--- src/rtl/token_drop_engine.sv ---
// rtl/token_drop_engine.sv - gravity-drop engine for a COLS x ROWS connect-style board
// One drop/undo request at a time; board maps update on entry to RESP, while done is high.
module token_drop_engine #(
  parameter int COLS  = 4,
  parameter int ROWS  = 4,
  parameter int COL_W = 3
) (
  input  logic                            i_clk,
  input  logic                            i_reset_n,
  input  logic                            i_clear,
  input  logic                            i_drop_valid,
  input  logic [COL_W-1:0]                i_drop_col,
  input  logic                            i_drop_player,
  input  logic                            i_undo_valid,
  output logic                            o_req_ready,
  output logic                            o_done,
  output logic [2:0]                      o_status,
  output logic [$clog2(COLS*ROWS)-1:0]    o_cell_index,
  output logic [COLS*ROWS-1:0]            o_occupied,
  output logic [COLS*ROWS-1:0]            o_owner,
  output logic                            o_next_player,
  output logic                            o_board_full
);
  localparam int CELLS = COLS * ROWS;
  localparam int IDX_W = $clog2(CELLS);
  localparam int H_W   = $clog2(ROWS + 1);
  localparam int T_W   = $clog2(CELLS + 1);

  localparam logic [2:0] ST_OK         = 3'b000;
  localparam logic [2:0] ST_BAD_COL    = 3'b001;
  localparam logic [2:0] ST_COL_FULL   = 3'b010;
  localparam logic [2:0] ST_WRONG_TURN = 3'b011;
  localparam logic [2:0] ST_NO_UNDO    = 3'b100;

  typedef enum logic [1:0] {S_IDLE, S_EVAL, S_RESP} state_t;

  state_t             r_state;
  state_t             w_next_state;
  logic [COL_W-1:0]   r_col;
  logic               r_player;
  logic               r_undo_mode;
  logic [H_W-1:0]     r_heights [COLS];
  logic [T_W-1:0]     r_total;
  logic [CELLS-1:0]   r_occ;
  logic [CELLS-1:0]   r_own;
  logic               r_next_player;
  logic               r_undo_valid;
  logic [COL_W-1:0]   r_undo_col;
  logic [IDX_W-1:0]   r_undo_idx;
  logic [2:0]         r_status;
  logic [IDX_W-1:0]   r_cell_index;

  logic [H_W-1:0]     w_height;
  logic [IDX_W-1:0]   w_drop_idx;
  logic [IDX_W-1:0]   w_idx;
  logic [2:0]         w_status;
  logic               w_ok;

  always_ff @(posedge i_clk or negedge i_reset_n) begin
    if (!i_reset_n) r_state <= S_IDLE;
    else            r_state <= w_next_state;
  end

  always_comb begin
    w_next_state = r_state;
    o_req_ready  = 1'b0;
    o_done       = 1'b0;
    case (r_state)
      S_IDLE: begin
        o_req_ready = 1'b1;
        if (i_drop_valid || i_undo_valid) w_next_state = S_EVAL;
      end
      S_EVAL: w_next_state = S_RESP;
      S_RESP: begin
        o_done       = 1'b1;
        w_next_state = S_IDLE;
      end
      default: w_next_state = S_IDLE;
    endcase
    if (i_clear) w_next_state = S_IDLE;
  end

  // Height of the captured column; out-of-range codes read as 0 but are rejected anyway.
  always_comb begin
    w_height = '0;
    for (int c = 0; c < COLS; c++) begin
      if (r_col == COL_W'(c)) w_height = r_heights[c];
    end
    w_drop_idx = IDX_W'(w_height) * IDX_W'(COLS) + IDX_W'(r_col);
    w_ok       = 1'b0;
    w_status   = ST_OK;
    w_idx      = w_drop_idx;
    if (r_undo_mode) begin
      w_idx = r_undo_idx;
      if (r_undo_valid) w_ok = 1'b1;
      else              w_status = ST_NO_UNDO;
    end else if (r_col >= COL_W'(COLS)) begin
      w_status = ST_BAD_COL;
    end else if (r_player != r_next_player) begin
      w_status = ST_WRONG_TURN;
    end else if (w_height == H_W'(ROWS)) begin
      w_status = ST_COL_FULL;
    end else begin
      w_ok = 1'b1;
    end
  end

  always_ff @(posedge i_clk or negedge i_reset_n) begin
    if (!i_reset_n) begin
      r_col         <= '0;
      r_player      <= 1'b0;
      r_undo_mode   <= 1'b0;
      r_total       <= '0;
      r_occ         <= '0;
      r_own         <= '0;
      r_next_player <= 1'b0;
      r_undo_valid  <= 1'b0;
      r_undo_col    <= '0;
      r_undo_idx    <= '0;
      r_status      <= ST_OK;
      r_cell_index  <= '0;
      for (int c = 0; c < COLS; c++) r_heights[c] <= '0;
    end else if (i_clear) begin
      r_undo_mode   <= 1'b0;
      r_total       <= '0;
      r_occ         <= '0;
      r_own         <= '0;
      r_next_player <= 1'b0;
      r_undo_valid  <= 1'b0;
      r_undo_col    <= '0;
      r_undo_idx    <= '0;
      for (int c = 0; c < COLS; c++) r_heights[c] <= '0;
    end else begin
      if (r_state == S_IDLE) begin
        if (i_drop_valid) begin
          r_col       <= i_drop_col;
          r_player    <= i_drop_player;
          r_undo_mode <= 1'b0;
        end else if (i_undo_valid) begin
          r_undo_mode <= 1'b1;
        end
      end
      if (r_state == S_EVAL) begin
        r_status     <= w_status;
        r_cell_index <= w_ok ? w_idx : '0;
        if (w_ok) begin
          r_next_player <= ~r_next_player;
          if (r_undo_mode) begin
            r_occ[r_undo_idx] <= 1'b0;
            r_own[r_undo_idx] <= 1'b0;
            r_total           <= r_total - T_W'(1);
            r_undo_valid      <= 1'b0;
            for (int c = 0; c < COLS; c++) begin
              if (r_undo_col == COL_W'(c)) r_heights[c] <= r_heights[c] - H_W'(1);
            end
          end else begin
            r_occ[w_drop_idx] <= 1'b1;
            r_own[w_drop_idx] <= r_player;
            r_total           <= r_total + T_W'(1);
            r_undo_valid      <= 1'b1;
            r_undo_col        <= r_col;
            r_undo_idx        <= w_drop_idx;
            for (int c = 0; c < COLS; c++) begin
              if (r_col == COL_W'(c)) r_heights[c] <= r_heights[c] + H_W'(1);
            end
          end
        end
      end
    end
  end

  assign o_status      = r_status;
  assign o_cell_index  = r_cell_index;
  assign o_occupied    = r_occ;
  assign o_owner       = r_own;
  assign o_next_player = r_next_player;
  assign o_board_full  = (r_total == T_W'(CELLS));

endmodule

--- config.mk ---
export PLATFORM = sky130hd
export DESIGN_NAME = token_drop_engine
export DESIGN_NICKNAME = d
export VERILOG_FILES = /design/src/rtl/token_drop_engine.sv
export SDC_FILE = /design/constraint.sdc
export NUM_CORES = 1
export LEC_CHECK = 0
export ABC_AREA = 1
export CORE_ASPECT_RATIO = 1.5
export CORE_MARGIN = 1.5
export CORE_UTILIZATION = 49
export CTS_BUF_LIST = sky130_fd_sc_hd__clkbuf_4 sky130_fd_sc_hd__clkbuf_8
export DETAILED_ROUTE_END_ITERATION = 12
export PLACE_DENSITY = 0.8
export SYNTH_ARGS = -nofsm -noshare
export SYNTH_HDL_FRONTEND = slang
export SYNTH_SLANG_ARGS = --single-unit
--- constraint.sdc ---
create_clock -name i_clk -period 5.2 [get_ports i_clk]
set_clock_uncertainty 0.15 [all_clocks]
set_input_delay 0.52 -clock i_clk [delete_from_list [all_inputs] [get_ports i_clk]]
set_output_delay 0.52 -clock i_clk [all_outputs]
set_load 0.02 [all_outputs]
# --- Yosys cells after proc, flatten, opt, wreduce, memory -nomap -nowiden ---
# Cells that the tools add are included.
totals:
  elab_cells: 147
  reg_bits: 72
classes:
  order_cmp: 5
  add_sub_neg: 11
  muxes: 68
  bitwise: 6
  eq_ne: 17
  n_reduce_logical: 23
ops:
  columns: ["operator", "n"]
  rows:
  - ["$mux 16", 8]
  - ["$mux 3", 18]
  - ["$mux 12", 4]
  - ["$and 16x16->16", 2]
  - ["$mux 1", 20]
  - ["$mux 4", 5]
  - ["$mux 5", 4]
  - ["$bwmux 16", 1]
  - ["$not 16->16", 1]
  - ["$or 16x16->16", 1]
  - ["$reduce_and 4->1", 4]
  - ["$reduce_bool 3->1", 5]
  - ["$add 3x1->3 const B", 4]
  - ["$eq 3x2->1 const B", 4]
  - ["$ne 3x2->1 const B", 4]
  - ["$sub 3x1->3 const B", 4]
  - ["$lt 4x5->1 const B", 2]
  - ["$mux 2", 5]
  - ["$demux 1 s4", 2]
  - ["$ge 4x1->1 const B", 2]
  - ["$eq 3x1->1 const B", 2]
  - ["$logic_not 3->1", 2]
  - ["$reduce_and 2->1", 3]
  - ["$reduce_and 3->1", 2]
  - ["17 further kinds", 21]

# --- Logic depth before layout (Yosys ltp) ---
depth:
  word_depth: 15
  depth_mapped: 18

# --- Worst setup path after synthesis ---
# No wires, ideal clock.
synth_timing:
  path_type: "register -> register"
  from: "register r_col[1]"
  to: "register r_own[11], in the netlist o_owner[11]"
  path_stages_with_launch: 16
  slack_ns: 2.693
  setup_time_ns: 0.117
  t_arrival_ns: 2.239
  required_ns: 4.933
  cell_sequence: "dfrtp_1 buf_6 nand2_2 nor2_2 inv_1 or2_1 nand2_1 inv_1 ha_1 clkbuf_1 clkinv_1 buf_1 nand3_1 nand2_1 nand4_1 nand2_1"
synth_between:
  elab_chain_len: 15
synth_lines:
  columns: ["item", "line_no", "rtl"]
  rows:
  - ["from (decl)", "39", "logic [COL_W-1:0] r_col;"]
  - ["from (signal assigned)", "136", "r_col <= i_drop_col;"]
  - ["$logic_not 3->1", "87", "if (r_col == COL_W'(c)) w_height = r_heights[c];"]
  - ["$mux 3 (4 in series)", "87", null]
  - ["$add 4x3->4", "89", "w_drop_idx = IDX_W'(w_height) * IDX_W'(COLS) + IDX_W'(r_col);"]
  - ["$lt 4x5->1 (not written as such) or $ge 4x1->1 (tied branches)", "158", "r_own[w_drop_idx] <= r_player;"]
  - ["$logic_and 1x1->1 (not written as such)", "158", null]
  - ["$mux 1 (not written as such)", "158", null]
  - ["$demux 1 s4", "158", null]
  - ["$bwmux 16", "158", null]
  - ["$mux 16", "148", "if (r_undo_mode) begin"]
  - ["$mux 16", "146", "if (w_ok) begin"]
  - ["$mux 16", "143", "if (r_state == S_EVAL) begin"]
  - ["$mux 16", "123", "end else if (i_clear) begin"]
  - ["to (signal, indexed assignment)", "158", null]
  - ["to (decl)", "45", "logic [CELLS-1:0] r_own;"]
# Several ways; a longest one is shown, not always the timed one. The select of a mux whose other input is x is not followed.
# A chain may end at the register's enable or synchronous reset.

# --- Final worst setup path ---
layout_timing:
  from: "register r_col[0]"
  to: "register r_occ[3], in the netlist o_occupied[3]"
layout_between:
  elab_chain_len: 15
layout_lines:
  columns: ["item", "line_no", "rtl"]
  rows:
  - ["$logic_not 3->1", "87", null]
  - ["$mux 3 (4 in series)", "87", null]
  - ["$add 4x3->4", "89", null]
  - ["$lt 4x5->1 (not written as such) or $ge 4x1->1 (tied branches)", "157", "r_occ[w_drop_idx] <= 1'b1;"]
  - ["$logic_and 1x1->1 (not written as such)", "157", null]
  - ["$mux 1 (not written as such)", "157", null]
  - ["$demux 1 s4", "157", null]
  - ["$or 16x16->16 (no line)", null, null]
  - ["$mux 16", "148", null]
  - ["$mux 16", "146", null]
  - ["$mux 16", "143", null]
  - ["$mux 16", "123", null]
  - ["to (signal assigned)", "126", "r_occ <= '0;"]
  - ["to (signal, indexed assignment)", "149", "r_occ[r_undo_idx] <= 1'b0;"]
  - ["to (signal, indexed assignment)", "157", null]
  - ["to (decl)", "44", "logic [CELLS-1:0] r_occ;"]
# Several ways; a longest one is shown, not always the timed one. The select of a mux whose other input is x is not followed.

==> results.md <==
- Layout area overhead: 15.0%
- CP max FO: 17
- Max_slew headroom: 23.9%
- Mapped Nets: 672
- RSZ-0062 raised after global routing: false
- CTS tree: done
- Setup CP Type: flip-flop to flip-flop
- # rows: 43
- DRT Pass-1 Iters: 6
- Die area: 10100 µm²
- Antenna-violating nets left: 0
- Synth Warn #: 0
- Worst Hold Class: input port to asynchronous set/reset pin
- Top layer in use: met4
- TritonCTS buffer count: 9
- Seq. cell area: 1800 µm²
- Pwr/cell area: 374 nW/µm²
- Crit-path leading delay family: simple AND/OR/NAND/NOR gates
- Post-route cell area: 5360 µm²
- Clock Path Buffers: 2
- WP data arrival: 3.60 ns
- Slowest Stage Delay on Critical Path: 0.69 ns
- Main combinational cell family by area after synthesis: simple AND/OR/NAND/NOR gates
- Outcome: finished, final reports clean
- Combinational cell fraction of total power: 37.9%
- Crit path launch: r_col[0]
- Peak supply drop: 0.308 mV
- Cell mode on critical path: nand2_1
- Placed cells: 787
- Initial antenna violation count: 0
- Port Buffers: 51
- Seq/Total Area, Yosys: 38.6%
- Clk pwr share: 23.7%
- CP Launch Type: flip-flop
- Post-DP Area: 5160 µm²
- Initial Util: 50.4%
- Core footprint: 9250 µm²
- DR vias: 4617
- GP Congestion: 0.915
- Final hold vios: 0
- HPWL after DPL: 9210 µm
- Post-Synth XOR/XNOR Area: 2.44%
- Cts repair resizes: 0
- GRT Residual Overflow: 0
- Root Driver: clkbuf_8
- Worst Path Buf+Inv: 3
- Metal-1 WL: 4980 µm
- Setup TNS Final: 0 ns
- Finished Layout Cells: 803
- DRT Wirelength: 12900 µm
- Iteration-0 DRC Markers: 318
- Avg WL per Cell: 16.0 µm
- Setup bufs post-CTS: 0
- Global-route usage over all layers: 27.3%
- Area fraction of the dominant cell type after synthesis: 38.6%
- Synth Instances: 654
- CP endpoint kind: flip-flop
- Seq pwr share: 38.4%
- Sw Ratio: 42.5%
- Flops & latches, synth: 72
- Reported net switching power: 0.000851 W
- Slew @ Worst Pin: 1.14 ns
- Adder-Cell Fraction of Synth Area: 3.22%
- Reg2reg start: r_col[0]
- Worst-Skew Late Latency: 0.37 ns
- Layout net count: 704
- Critical Path RT: 5.31 ns
- Yosys top cell by area: dfrtp_1
- Crit-path cells: nand2_2, nor2_2, inv_1, or2_1, nand2_1, inv_1, ha_1, clkinv_1, nand3_1, nand2_1, nand2_1, nand2_1, nand3_1, nand2_1
- Post-synth cell types: 36
- Multi-input logic area: 2470 µm²
- CTS H-Tree Depth: 3
- FMAX: 287 MHz
- Fin util: 57.9%
- Post-route DRC violation count: 0
- Largest net degree at the start of global routing: 52
- Final min period: 3.49 ns
- Compound-gate portion of the synthesized area: 4.48%
- Io pins: 52
- Leakage power: 2.75 nW
- Metal3 WL: 543 µm
- Die height: 122 µm
- Worst-path clk slew: 0.09 ns
- Drt via density: 5.75
- Multiplexer share of the synthesized area: 0%
- Crit. path cell count: 14
- Met2 Wirelength: 6500 µm
- Synth Area in Simple Gates: 42.9%
- Max Cap Viol: 0
- N_diodes: 0
- CTS hold repair buffers: 0
- Worst r2r dst: o_occupied[3]
- Final setup viols: 0
- Die Wd: 82.6 µm
- CP endpoint: o_occupied[3]
- Internal: 0.00115 W
- Area contributors post-synth: dfrtp_1 (39%), nand2_1 (19%), nand3_1 (10%)
- Fill cells: 845
- Slowest CP cell: dfrtp_1
- Worst R2R Setup Slack: 1.71 ns
- Syn avg cell area: 7.13 µm²
- Vias in the first global route: 4440
- First-pass GRT wire length: 20800 µm
- Clock Sink Count: 72
- Synth Cell Area: 4660 µm²
- Ratio of cells with drive above 1 in the final layout: 6.08%
- Path depth of the worst reg2reg path: 14
- Fin crit share: 67.1%
- Max Slew Vio Count: 0
-- worst min-delay path by stage --
stage / from / to / slack, ns / cells past startpoint
finish: i_reset_n / o_owner[7] / 0.18 / 1
CTS: i_reset_n / o_owner[7] / 0.22 / 1
detailed placement: o_cell_index[0] / o_cell_index[0] / 0.32 / 2
global placement: o_status[1] / o_status[1] / 0.32 / 2
floorplan: i_reset_n / o_cell_index[0] / 0.07 / 0
global route: i_reset_n / o_owner[5] / 0.27 / 1
-- cells in the mapped netlist --
cell type / count
o31ai_1: 1
buf_4: 6
nand2_2: 3
nand4_1: 50
o211ai_1: 2
buf_2: 10
a21oi_1: 6
buf_6: 3
nand3_4: 1
nor2_4: 1
xor2_1: 6
nor3_1: 2
or2_2: 2
a21oi_2: 1
o21ai_0: 11
fa_1: 5
dfrtp_1: 72
clkbuf_1: 11
ha_1: 4
inv_2: 2
inv_1: 50
nor2_1: 38
nor2_8: 2
o21ai_1: 10
nand3_2: 6
buf_1: 5
nor2_2: 1
o2111ai_1: 3
or2_1: 1
xnor2_1: 7
nand2_4: 1
a31oi_1: 1
nand2_1: 233
a32o_1: 1
nand3_1: 95
clkinv_1: 1
-- registers in the layout, indices dropped and copies added (netlist names), 4 cells and up --
signal / flops
r_total: 5
o_occupied: 16
o_cell_index: 4
r_heights: 12
r_undo_idx: 4
o_owner: 16
-- power by group through the flow --
stage | sequential [W] | clock, W | combinational (W)
after CTS | 0.000767 | 0.000476 | 0.000754
after global routing | 0.000781 | 0.000499 | 0.000845
after global placement | 0.000772 | 0 | 0.000720
after floorplan | 0.000786 | 0 | 0.000521
after detailed placement | 0.000777 | 0 | 0.000750
final | 0.000769 | 0.000475 | 0.000759
-- layout by cell type (no fill, tap or decap), types with 6 or more instances in the layout --
| cell | Yosys | routed |
|---|---|---|
| nand2_1 | 233 | 233 |
| nand3_1 | 95 | 95 |
| dfrtp_1 | 72 | 72 |
| inv_1 | 50 | 50 |
| nand4_1 | 50 | 50 |
| clkdlybuf4s50_1 | 0 | 50 |
| nor2_1 | 38 | 38 |
| o21ai_0 | 11 | 11 |
| o21ai_1 | 10 | 10 |
| clkbuf_8 | 0 | 10 |
| xnor2_1 | 7 | 7 |
| nand3_2 | 6 | 6 |
| a21oi_1 | 6 | 6 |
| xor2_1 | 6 | 6 |
-- through the flow --
step | total power [W] | hold slack, ns | setup slack (ns)
after global routing | 0.00213 | 0.266 | 1.51
after CTS | 0.00200 | 0.225 | 1.77
after detailed placement | 0.00153 | 0.320 | 1.58
final | 0.00200 | 0.179 | 1.71
after floorplan | 0.00131 | 0.0744 | 2.69
after global placement | 0.00149 | 0.317 | 1.65
-- layer usage --
layer	vias to the layer above	track usage (%)
met5	-	0
met4	0	18.8
met3	60	3.64
met2	172	45.1
met1	2169	32.2
li1	2216	-
-- cells by family (layout without fill, tap and decap cells) --
| family | count (synthesis) | after routing |
|---|---|---|
| buf+inv | 88 | 125 |
| fa+ha+maj | 9 | 9 |
| xor+xnor | 13 | 13 |
| flops | 72 | 72 |
| simple gates | 436 | 436 |
| compound gates | 36 | 36 |
-- area by class of cell --
cell class                 count  share of cell area [%]
timing repair buffer          56                    10.1
clock buffer                  10                    2.57
tap                          112                    2.61
multi-input combinational    494                    46.1
inverter                      53                    3.71
clock inverter                 6                    1.26
sequential                    72                    33.6
(Power assumes the default switching activity.)
